File: src/rtl/scarf_byte_master.sv
// scarf_byte_master: byte-stream command master driving a SCARF register-map slave
module scarf_byte_master #(
    parameter int LEN_W = 6
) (
    input  logic             clk,
    input  logic             rst_sync,
    input  logic             cmd_valid,
    output logic             cmd_ready,
    input  logic [6:0]       cmd_slave_id,
    input  logic             cmd_rnw,
    input  logic [5:0]       cmd_addr,
    input  logic [LEN_W-1:0] cmd_len,
    input  logic             wr_valid,
    output logic             wr_ready,
    input  logic [7:0]       wr_data,
    output logic             rd_valid,
    input  logic             rd_ready,
    output logic [7:0]       rd_data,
    output logic [7:0]       bus_data,
    output logic             bus_valid,
    output logic             bus_finished,
    output logic [6:0]       bus_slave_id,
    output logic             bus_rnw,
    input  logic [7:0]       bus_rdata,
    output logic             busy,
    output logic             done,
    output logic             nack
);

    localparam logic [1:0] S_IDLE = 2'd0;
    localparam logic [1:0] S_ADDR = 2'd1;
    localparam logic [1:0] S_DATA = 2'd2;
    localparam logic [1:0] S_FIN  = 2'd3;

    logic [1:0]       state, state_nx;
    logic [LEN_W-1:0] cnt, cnt_nx;
    logic [6:0]       lat_id, id_nx;
    logic             lat_rnw, rnw_nx;
    logic             cmd_fire, echo_ok, rd_cap, rd_valid_nx, rd_pulse, wr_pulse;

    // Next-state, pulse decisions and byte-count bookkeeping
    always_comb begin
        cmd_fire    = cmd_valid && cmd_ready;
        echo_ok     = bus_rdata == {1'b0, lat_id};
        rd_cap      = state == S_DATA && lat_rnw && bus_valid;
        rd_valid_nx = (rd_valid && !rd_ready) || rd_cap;
        id_nx       = cmd_fire ? cmd_slave_id : lat_id;
        rnw_nx      = cmd_fire ? cmd_rnw : lat_rnw;
        state_nx    = state == S_IDLE ? (cmd_fire ? S_ADDR : S_IDLE) :
                      state == S_ADDR ? (((lat_rnw && !echo_ok) || cnt == '0) ? S_FIN : S_DATA) :
                      state == S_DATA ? ((cnt == '0 && !(lat_rnw && rd_valid_nx)) ? S_FIN : S_DATA) :
                      S_IDLE;
        rd_pulse    = state_nx == S_DATA && lat_rnw && cnt != '0 && !rd_valid_nx;
        wr_pulse    = state == S_DATA && !lat_rnw && wr_valid && wr_ready;
        cnt_nx      = cmd_fire ? cmd_len : cnt - LEN_W'(rd_pulse || wr_pulse);
    end

    // Registered state and outputs, all derived from the next-cycle view
    always_ff @(posedge clk) begin
        if (rst_sync) begin
            state        <= S_IDLE;
            cnt          <= '0;
            lat_id       <= '0;
            lat_rnw      <= 1'b0;
            cmd_ready    <= 1'b1;
            wr_ready     <= 1'b0;
            rd_valid     <= 1'b0;
            rd_data      <= 8'h00;
            bus_data     <= 8'h00;
            bus_valid    <= 1'b0;
            bus_finished <= 1'b0;
            bus_slave_id <= 7'h00;
            bus_rnw      <= 1'b0;
            busy         <= 1'b0;
            done         <= 1'b0;
            nack         <= 1'b0;
        end else begin
            state        <= state_nx;
            cnt          <= cnt_nx;
            lat_id       <= id_nx;
            lat_rnw      <= rnw_nx;
            cmd_ready    <= state_nx == S_IDLE;
            busy         <= state_nx != S_IDLE;
            wr_ready     <= state_nx == S_DATA && !lat_rnw && cnt_nx != '0;
            rd_valid     <= rd_valid_nx;
            rd_data      <= rd_cap ? bus_rdata : rd_data;
            bus_valid    <= state_nx == S_ADDR || rd_pulse || wr_pulse;
            bus_data     <= state_nx == S_ADDR ? {2'b00, cmd_addr} : (wr_pulse ? wr_data : 8'h00);
            bus_finished <= state_nx == S_FIN;
            done         <= state_nx == S_FIN;
            bus_slave_id <= state_nx == S_IDLE ? 7'h00 : id_nx;
            bus_rnw      <= state_nx == S_IDLE ? 1'b0 : rnw_nx;
            nack         <= (state == S_ADDR && lat_rnw) ? !echo_ok : nack;
        end
    end

endmodule

File: config.mk
export PLATFORM = sky130hd
export DESIGN_NAME = scarf_byte_master
export DESIGN_NICKNAME = d
export VERILOG_FILES = /design/src/rtl/scarf_byte_master.sv
export SDC_FILE = /design/constraint.sdc
export NUM_CORES = 1
export LEC_CHECK = 0
export ABC_AREA = 1
export CORE_MARGIN = 5
export CORE_UTILIZATION = 40
export CTS_CLUSTER_SIZE = 16
export DETAILED_ROUTE_END_ITERATION = 6
export PLACE_DENSITY = 0.85
export SLEW_MARGIN = 15
export SYNTH_ARGS = -nofsm -noshare
export SYNTH_HDL_FRONTEND = slang
export SYNTH_SLANG_ARGS = --single-unit
File: constraint.sdc
create_clock -name clk -period 2.7 [get_ports clk]
set_clock_uncertainty 0.15 [all_clocks]
set_input_delay 0.54 -clock clk [delete_from_list [all_inputs] [get_ports clk]]
set_output_delay 0.54 -clock clk [all_outputs]
set_load 0.02 [all_outputs]
==> impl_summary.txt, run 1 <==
----------------------------------------------------
[Run status]
  Status ... finished, final reports clean

[Logic synthesis]
  Post-synth ARST share ... 0
  Sequential element share of the synthesized area ... 0.473
  Total nets after synthesis ... 309
  Primary flip-flop cell chosen by synthesis mapping ... sky130_fd_sc_hd__dfxtp_1
  Synth top area cells ... sky130_fd_sc_hd__dfxtp_1 (47%), sky130_fd_sc_hd__nand2_1 (10%), sky130_fd_sc_hd__inv_1 (8.3%)
  Post-synth top area cell ... sky130_fd_sc_hd__dfxtp_1
  Synthesized area divided by synthesized cell count ... 7.56 um^2
  Area share of the leading cell type in the synthesized netlist ... 0.473
  Synthesized instance count ... 263
  Most numerous cell types in the synthesized netlist ... sky130_fd_sc_hd__nand2_1 (55), sky130_fd_sc_hd__dfxtp_1 (47), sky130_fd_sc_hd__inv_1 (44)
  Distinct cell type count of the synthesized netlist ... 29
  Summed instance area of the synthesized netlist ... 1990 um^2
  Count of warnings emitted by yosys ... 0
  Top-count cell post-synth ... sky130_fd_sc_hd__nand2_1
  Count of flip-flops with a built-in enable after synthesis ... 0
  #FFs+latches synth ... 47

[Critical path]
  Start-to-end type of the worst setup path ... flip-flop to flip-flop
  Slowest cell delay on critical path ... 380 ps
  Master of the slowest instance on the critical path ... sky130_fd_sc_hd__dfxtp_1
  Data required time of the worst path ... 2750 ps
  Worst endpoint data arrival time ... 2610 ps
  Critical Path Sink Type ... flip-flop
  Cell breakdown of the critical path ... inv_1 > ha_1 > clkinv_1 > nor4_2 > nand2_2 > nand2_2 > ha_4 > nand2_4 > nor3_4 > xor2_1 > o21bai_1 > nand2_1 > nor2_1 > nor2_1
  Critical path peak fanout ... 2
  Crit path launch type ... flip-flop

[Timing]
  Worst relative slew slack ... 0.655
  Transition time at the pin with the least slew margin ... 517 ps
  Max Fclk ... 390 MHz
  Final Slew Violations ... 0
  Final-report hold violation count ... 0
  Min Clock Period, post-route ... 2570 ps
  Hold_ws ... 296 ps
  Final setup violation count ... 0
  Period utilisation layout ... 0.950

[Clock tree]
  Clk Latency, worst-skew pair ... 290 ps
  CTS tree ... built
  Clock Tree Root ... sky130_fd_sc_hd__clkbuf_8
  Number of post-CTS setup repair buffers ... 0
  Number of clock buffers inserted by TritonCTS ... 5
  Longest Clk Path Bufs ... 2
  Hold-fix buffers, CTS ... 0
  H-tree Lvls ... 2
  Number of clock sinks ... 47
  Clock-pin slew on the worst setup and hold paths ... 80 ps

[Route]
  Final WL ... 5240 um
  Via total after detailed routing ... 1908
  Violation count after the first detailed-routing iteration ... 84
  Final routed wire length divided by cell count ... 12.6 um
  Post-route DRC ... 0
  Number of search-and-repair iterations in the first detailed-routing pass ... 4
  Post-route antenna net violation count ... 0
  Vias/cell ... 4.59

[Global route]
  Number of antenna violations at the first check in global routing ... 0
  Remaining global-route overflow ... 0
  Vias in the first global route ... 1769
  Total global-route track usage ... 0.157
  Maximum number of pins on one net before global-route repair ... 26
  Wire length of the first global-routing pass ... 7800 um

[Placed design]
  Final HPWL DP ... 3870 um
  Quantity of I/O buffers inserted on ports ... 72
  Placer congestion estimate ... 0.935

[Final layout]
  Area added between synthesis and finish ... 53.4%
  Post-Route Utilization ... 0.637
  Filler cell count ... 408
  Area of combinational cells with multiple inputs ... 923 um^2
  Final Net Count ... 394
  Share of post-route cells with drive strength above 1 ... 0.129
  Diodes inserted ... 0
  Register cell area after layout ... 941 um^2

[Pwr]
  Internal power ... 1.61 mW
  Part of the total power dissipated in the clock network ... 0.152
  Relative contribution of sequential cells to total power ... 0.355
  Net Sw Frac ... 0.396
  Peak supply drop ... 0.520 mV
  Total power density per cell area ... 874 nW/um^2
  Relative contribution of combinational cells to total power ... 0.494
  Leakage power of the design ... 1.43 nW
  Switching pwr ... 1.05 mW

[Floorplan]
  Initial core utilization ... 0.415
  Std-Cell Core Area ... 4790 um^2
  Height of the die ... 80.5 um
  Die Area ... 6480 um^2
  Die Span X ... 80.5 um
  Top-level I/O count ... 73
  Core Rows ... 25

[Flow run]
  Count of maximum capacitance violations ... 0

[Hold path]
  Worst min-delay path category ... flip-flop to flip-flop

----------------------------------------------------
final cells by class:
class	instances	area share
Clock buffer	7	0.0250
Timing Repair Buffer	85	0.276
Tap cell	67	0.0275
Inverter	47	0.0587
Multi-Input combinational cell	162	0.303
Clock inverter	1	0.00164
Sequential cell	47	0.309
final timing paths:
path	from	end	slack [ps]	depth (start not counted)
worst max-delay path	state[1]$_SDFF_PP0_	wr_ready$_SDFF_PP0_	130	14
worst min-delay path	rd_data[5]$_SDFFE_PP0P_	rd_data[5]$_SDFFE_PP0P_	300	2
worst max register to register	state[1]$_SDFF_PP0_	wr_ready$_SDFF_PP0_	130	14
worst min register to register	rd_data[5]$_SDFFE_PP0P_	rd_data[5]$_SDFFE_PP0P_	300	2
cells by family after synthesis:
family	share of synthesized area
flip-flops	0.473
XOR/XNOR	0.0176
AND/OR/NAND/NOR	0.281
multiplexers	0.0101
AO/OA/AOI/OAI	0.0806
buffers and inverters	0.106
adder cells (fa/ha/maj)	0.0315
per-stage QoR:
stage	worst slack (ps)	cells	TNS (ps)	instance area, um^2	power, mW
floorplan	252	263	0	1990	1.68
global placement	-220	408	-630	2860	2.17
detailed placement	-298	408	-1020	2860	2.19
CTS	4.44	416	0	2950	2.60
global route	-69.0	416	-69.0	3050	2.85
finish	134	416	0	3050	2.66
worst max-delay path, delay by kind of cell (launching register included):
| kind | cells | cell delay (ps) |
|---|---|---|
| xor gates and xnor gates | 1 | 90 |
| adders and majority gates | 2 | 470 |
| and+or+nand+nor | 8 | 1000 |
| DFF | 1 | 380 |
| AOI/OAI and AO/OA | 1 | 210 |
| buffers and inverters | 2 | 160 |
flip-flops by register name, indices dropped and copies added (netlist names):
| signal | cells |
|---|---|
| lat_rnw | 1 |
| lat_id | 7 |
| bus_data | 8 |
| busy | 1 |
| rd_data | 8 |
| state | 2 |
| rd_valid | 1 |
| done | 1 |
| wr_ready | 1 |
| cnt | 6 |
| cmd_ready | 1 |
| bus_valid | 1 |
| bus_slave_id | 7 |
| nack | 1 |
| bus_rnw | 1 |
power by group through the flow:
stage | clock network (mW) | registers, mW | logic [mW]
final | 0.404 | 0.945 | 1.32
after global routing | 0.448 | 0.966 | 1.44
after CTS | 0.411 | 0.938 | 1.25
after detailed placement | 0 | 0.952 | 1.24
after global placement | 0 | 0.949 | 1.22
after floorplan | 0 | 1.08 | 0.603
cell usage in the layout, fill, tap and decap left out, types with 3 or more instances in the layout:
master	instances
sky130_fd_sc_hd__o21ai_0	18
sky130_fd_sc_hd__nand4_1	8
sky130_fd_sc_hd__buf_4	13
sky130_fd_sc_hd__a21oi_1	10
sky130_fd_sc_hd__nand3_1	11
sky130_fd_sc_hd__dfxtp_1	47
sky130_fd_sc_hd__nand2_1	48
sky130_fd_sc_hd__xnor2_1	3
sky130_fd_sc_hd__ha_4	3
sky130_fd_sc_hd__nand2_4	3
sky130_fd_sc_hd__dlymetal6s2s_1	9
sky130_fd_sc_hd__clkbuf_8	5
sky130_fd_sc_hd__nor2_1	34
sky130_fd_sc_hd__nand3_4	3
sky130_fd_sc_hd__clkdlybuf4s50_1	63
sky130_fd_sc_hd__inv_1	43
sky130_fd_sc_hd__nand2_2	7
layer usage:
metal / vias to the layer above / wire length [um] / track usage
met4: 0 / 72 / 0.0473
li1: 987 / - / -
met1: 850 / 2230 / 0.198
met3: 7 / 420 / 0.0482
met2: 64 / 2520 / 0.257
met5: - / 0 / 0
what timing repair did:
| action | CTS | global route |
|---|---|---|
| resized for setup | 2 | 28 |
| endpoints found under the setup margin | 1 | 5 |
| pin swaps | 0 | 14 |
(Power assumes the default switching activity.)
==> run 2: changes to the inputs <==
==> constraint.sdc (replaced) <==
create_clock -name clk -period 2.7 [get_ports clk]
set_clock_uncertainty 0.15 [all_clocks]
set_input_delay 0.54 -clock clk [delete_from_list [all_inputs] [get_ports clk]]
set_output_delay 0.54 -clock clk [all_outputs]
set_load 0.005 [all_outputs]
==> results of run 2 <==
The final DEF is identical to that of run 1. Status: finished, final reports clean.
Main changes from that run: total power 2.66 mW -> 2.53 mW; worst IR drop on VDD 0.520 mV -> 0.487 mV
==> run 3: changes to the inputs <==
--- a/config.mk
+++ b/config.mk
@@ -8,6 +8,7 @@
 export ABC_AREA = 1
 export CORE_MARGIN = 5
 export CORE_UTILIZATION = 40
+export CTS_BUF_LIST = sky130_fd_sc_hd__clkbuf_4
 export CTS_CLUSTER_SIZE = 16
 export DETAILED_ROUTE_END_ITERATION = 6
 export PLACE_DENSITY = 0.85
==> constraint.sdc (replaced) <==
create_clock -name clk -period 2.9 [get_ports clk]
set_clock_uncertainty 0.15 [all_clocks]
set_input_delay 0.58 -clock clk [delete_from_list [all_inputs] [get_ports clk]]
set_output_delay 0.58 -clock clk [all_outputs]
set_load 0.005 [all_outputs]
==> impl_summary.txt, run 3 (synthesized netlist as in run 1, its figures left out) <==
----------------------------------------------------
[Critical path]
  Critical Path Sink Type ... flip-flop
  Start-to-end type of the worst setup path ... input pin to flip-flop
  Worst path most repeated cell ... sky130_fd_sc_hd__nand2_1
  Crit path launch type ... input pin
  Cell breakdown of the critical path ... clkdlybuf4s50_1 > inv_1 > nand2_1 > nand3_1 > nor2_1 > nand2_1 > nand2_2 > nand3_4 > nand2_1 > nand2_1 > nand2_1 > ha_2 > ha_1 > xnor2_1 > a21boi_0 > inv_1 > nand4_1 > nor2_1 > nor2_1
  Slowest cell delay on critical path ... 510 ps
  Master of the slowest instance on the critical path ... sky130_fd_sc_hd__clkdlybuf4s50_1
  Data required time of the worst path ... 3010 ps
  Worst endpoint data arrival time ... 2820 ps
  Critical path peak fanout ... 3

[Route]
  Violation count after the first detailed-routing iteration ... 67
  Via total after detailed routing ... 1914
  Post-route DRC ... 0
  Number of search-and-repair iterations in the first detailed-routing pass ... 4
  Vias/cell ... 4.61
  Final routed wire length divided by cell count ... 12.3 um
  Final WL ... 5100 um
  Post-route antenna net violation count ... 0

[Final layout]
  Area added between synthesis and finish ... 47.1%
  Non-filler cells in the finished layout ... 415
  Layout Cell Area excl Fill ... 2920 um^2
  Top library cells by usage in the layout, fill and taps aside ... sky130_fd_sc_hd__clkdlybuf4s50_1 (71), sky130_fd_sc_hd__nand2_1 (53), sky130_fd_sc_hd__dfxtp_1 (47)
  Leading cell type in the layout, fill and taps excluded ... sky130_fd_sc_hd__clkdlybuf4s50_1
  Filler cell count ... 435
  Diodes inserted ... 0
  Post-Route Utilization ... 0.611
  Share of post-route cells with drive strength above 1 ... 0.103
  Final Net Count ... 393
  Largest registers ... bus_data x8, rd_data x8

[Clock tree]
  CTS tree ... built
  CTS-repair resized insts ... 0
  H-tree Lvls ... 2
  Longest Clk Path Bufs ... 2
  Clock-pin slew on the worst setup and hold paths ... 130 ps
  Number of post-CTS setup repair buffers ... 0
  Number of clock sinks ... 47
  Clk Latency, worst-skew pair ... 360 ps
  Hold-fix buffers, CTS ... 0
  Clock Tree Root ... sky130_fd_sc_hd__clkbuf_4
  Number of clock buffers inserted by TritonCTS ... 5

[Placed design]
  Cells after DPL ... 407
  Quantity of I/O buffers inserted on ports ... 72
  Placer congestion estimate ... 0.938
  Dpl cell area ... 2850 um^2
  Final HPWL DP ... 3990 um

[Pwr]
  Relative contribution of combinational cells to total power ... 0.466
  Total power density per cell area ... 761 nW/um^2
  Switching pwr ... 0.807 mW
  Relative contribution of sequential cells to total power ... 0.394
  Part of the total power dissipated in the clock network ... 0.140
  Leakage power of the design ... 1.33 nW
  Net Sw Frac ... 0.363
  Internal power ... 1.42 mW
  Peak supply drop ... 0.442 mV

[Floorplan]
  Die Area ... 6480 um^2
  Top-level I/O count ... 73
  Height of the die ... 80.5 um
  Std-Cell Core Area ... 4790 um^2
  Initial core utilization ... 0.415
  Die Span X ... 80.5 um
  Core Rows ... 25

[Global route]
  Remaining global-route overflow ... 0
  Number of antenna violations at the first check in global routing ... 0
  Wire length of the first global-routing pass ... 8370 um
  Vias in the first global route ... 1817
  Maximum number of pins on one net before global-route repair ... 26
  Total global-route track usage ... 0.169

[Timing]
  Worst relative slew slack ... 0.680
  Period utilisation layout ... 0.934
  Final-report hold violation count ... 0
  Unrepaired setup endpoints after global routing ... false
  Transition time at the pin with the least slew margin ... 480 ps
  Final setup violation count ... 0
  Min Clock Period, post-route ... 2710 ps
  Final Slew Violations ... 0
  Max Fclk ... 369 MHz

[Flow run]
  Count of maximum capacitance violations ... 0

[Hold path]
  Worst min-delay path category ... flip-flop to flip-flop

[Run status]
  Status ... finished, final reports clean

----------------------------------------------------
[run 3: cell count changes in the layout (fill, tap and decap cells not counted), sizes merged]
cell,before,now
buf,13,12
dlymetal6s2s,9,1
clkdlybuf4s50,63,71
[run 3: final cells by class]
cell class                      count  area (um^2)  area share
Timing Repair Buffer               84          813       0.278
Sequential cell                    47          941       0.322
Tap cell                           67         83.8      0.0287
Multi-Input combinational cell    162          850       0.291
Inverter                           47          179      0.0612
Clock inverter                      1         5.00     0.00171
Clock buffer                        7         52.6      0.0180
[run 3: through the flow]
step                worst slack [ps]  hold WS (ps)  setup TNS [ps]  total power, mW
finish                           193           303               0             2.22
CTS                              178           307               0             2.24
global route                    7.60           337               0             2.41
detailed placement              -195           288            -414             1.92
floorplan                        452           290               0             1.45
global placement               -55.5           283           -65.0             1.89
[run 3: worst paths after layout]
kind / startpoint / end / slack, ps / cells after the start
hold / removal: rd_data[5]$_SDFFE_PP0P_ / rd_data[5]$_SDFFE_PP0P_ / 300 / 2
hold reg to reg: rd_data[5]$_SDFFE_PP0P_ / rd_data[5]$_SDFFE_PP0P_ / 300 / 2
setup / recovery: bus_rdata[3] / wr_ready$_SDFF_PP0_ / 190 / 19
setup reg to reg: state[0]$_SDFF_PP0_ / wr_ready$_SDFF_PP0_ / 270 / 20
[run 3: per-layer routing]
metal	routed length [um]	up-vias	GRT usage
met1	2150	853	0.208
met4	160	0	0.0794
li1	-	981	-
met3	380	16	0.0482
met2	2410	64	0.271
met5	0	-	0
[run 3: power groups by stage]
| stage | Sequential, mW | Combinational, mW | Clock, mW |
|---|---|---|---|
| final | 0.876 | 1.04 | 0.312 |
| after global routing | 0.894 | 1.16 | 0.355 |
| after CTS | 0.875 | 1.04 | 0.320 |
| after detailed placement | 0.889 | 1.03 | 0 |
| after global placement | 0.883 | 1.01 | 0 |
| after floorplan | 0.889 | 0.557 | 0 |
[run 3: critical path: cells and delay by family]
kind / cells / cell delay (ps)
AOI/OAI and AO/OA: 1 / 110
buffers and inverters: 3 / 650
xor gates and xnor gates: 1 / 140
adders and majority gates: 2 / 390
and+or+nand+nor: 12 / 950
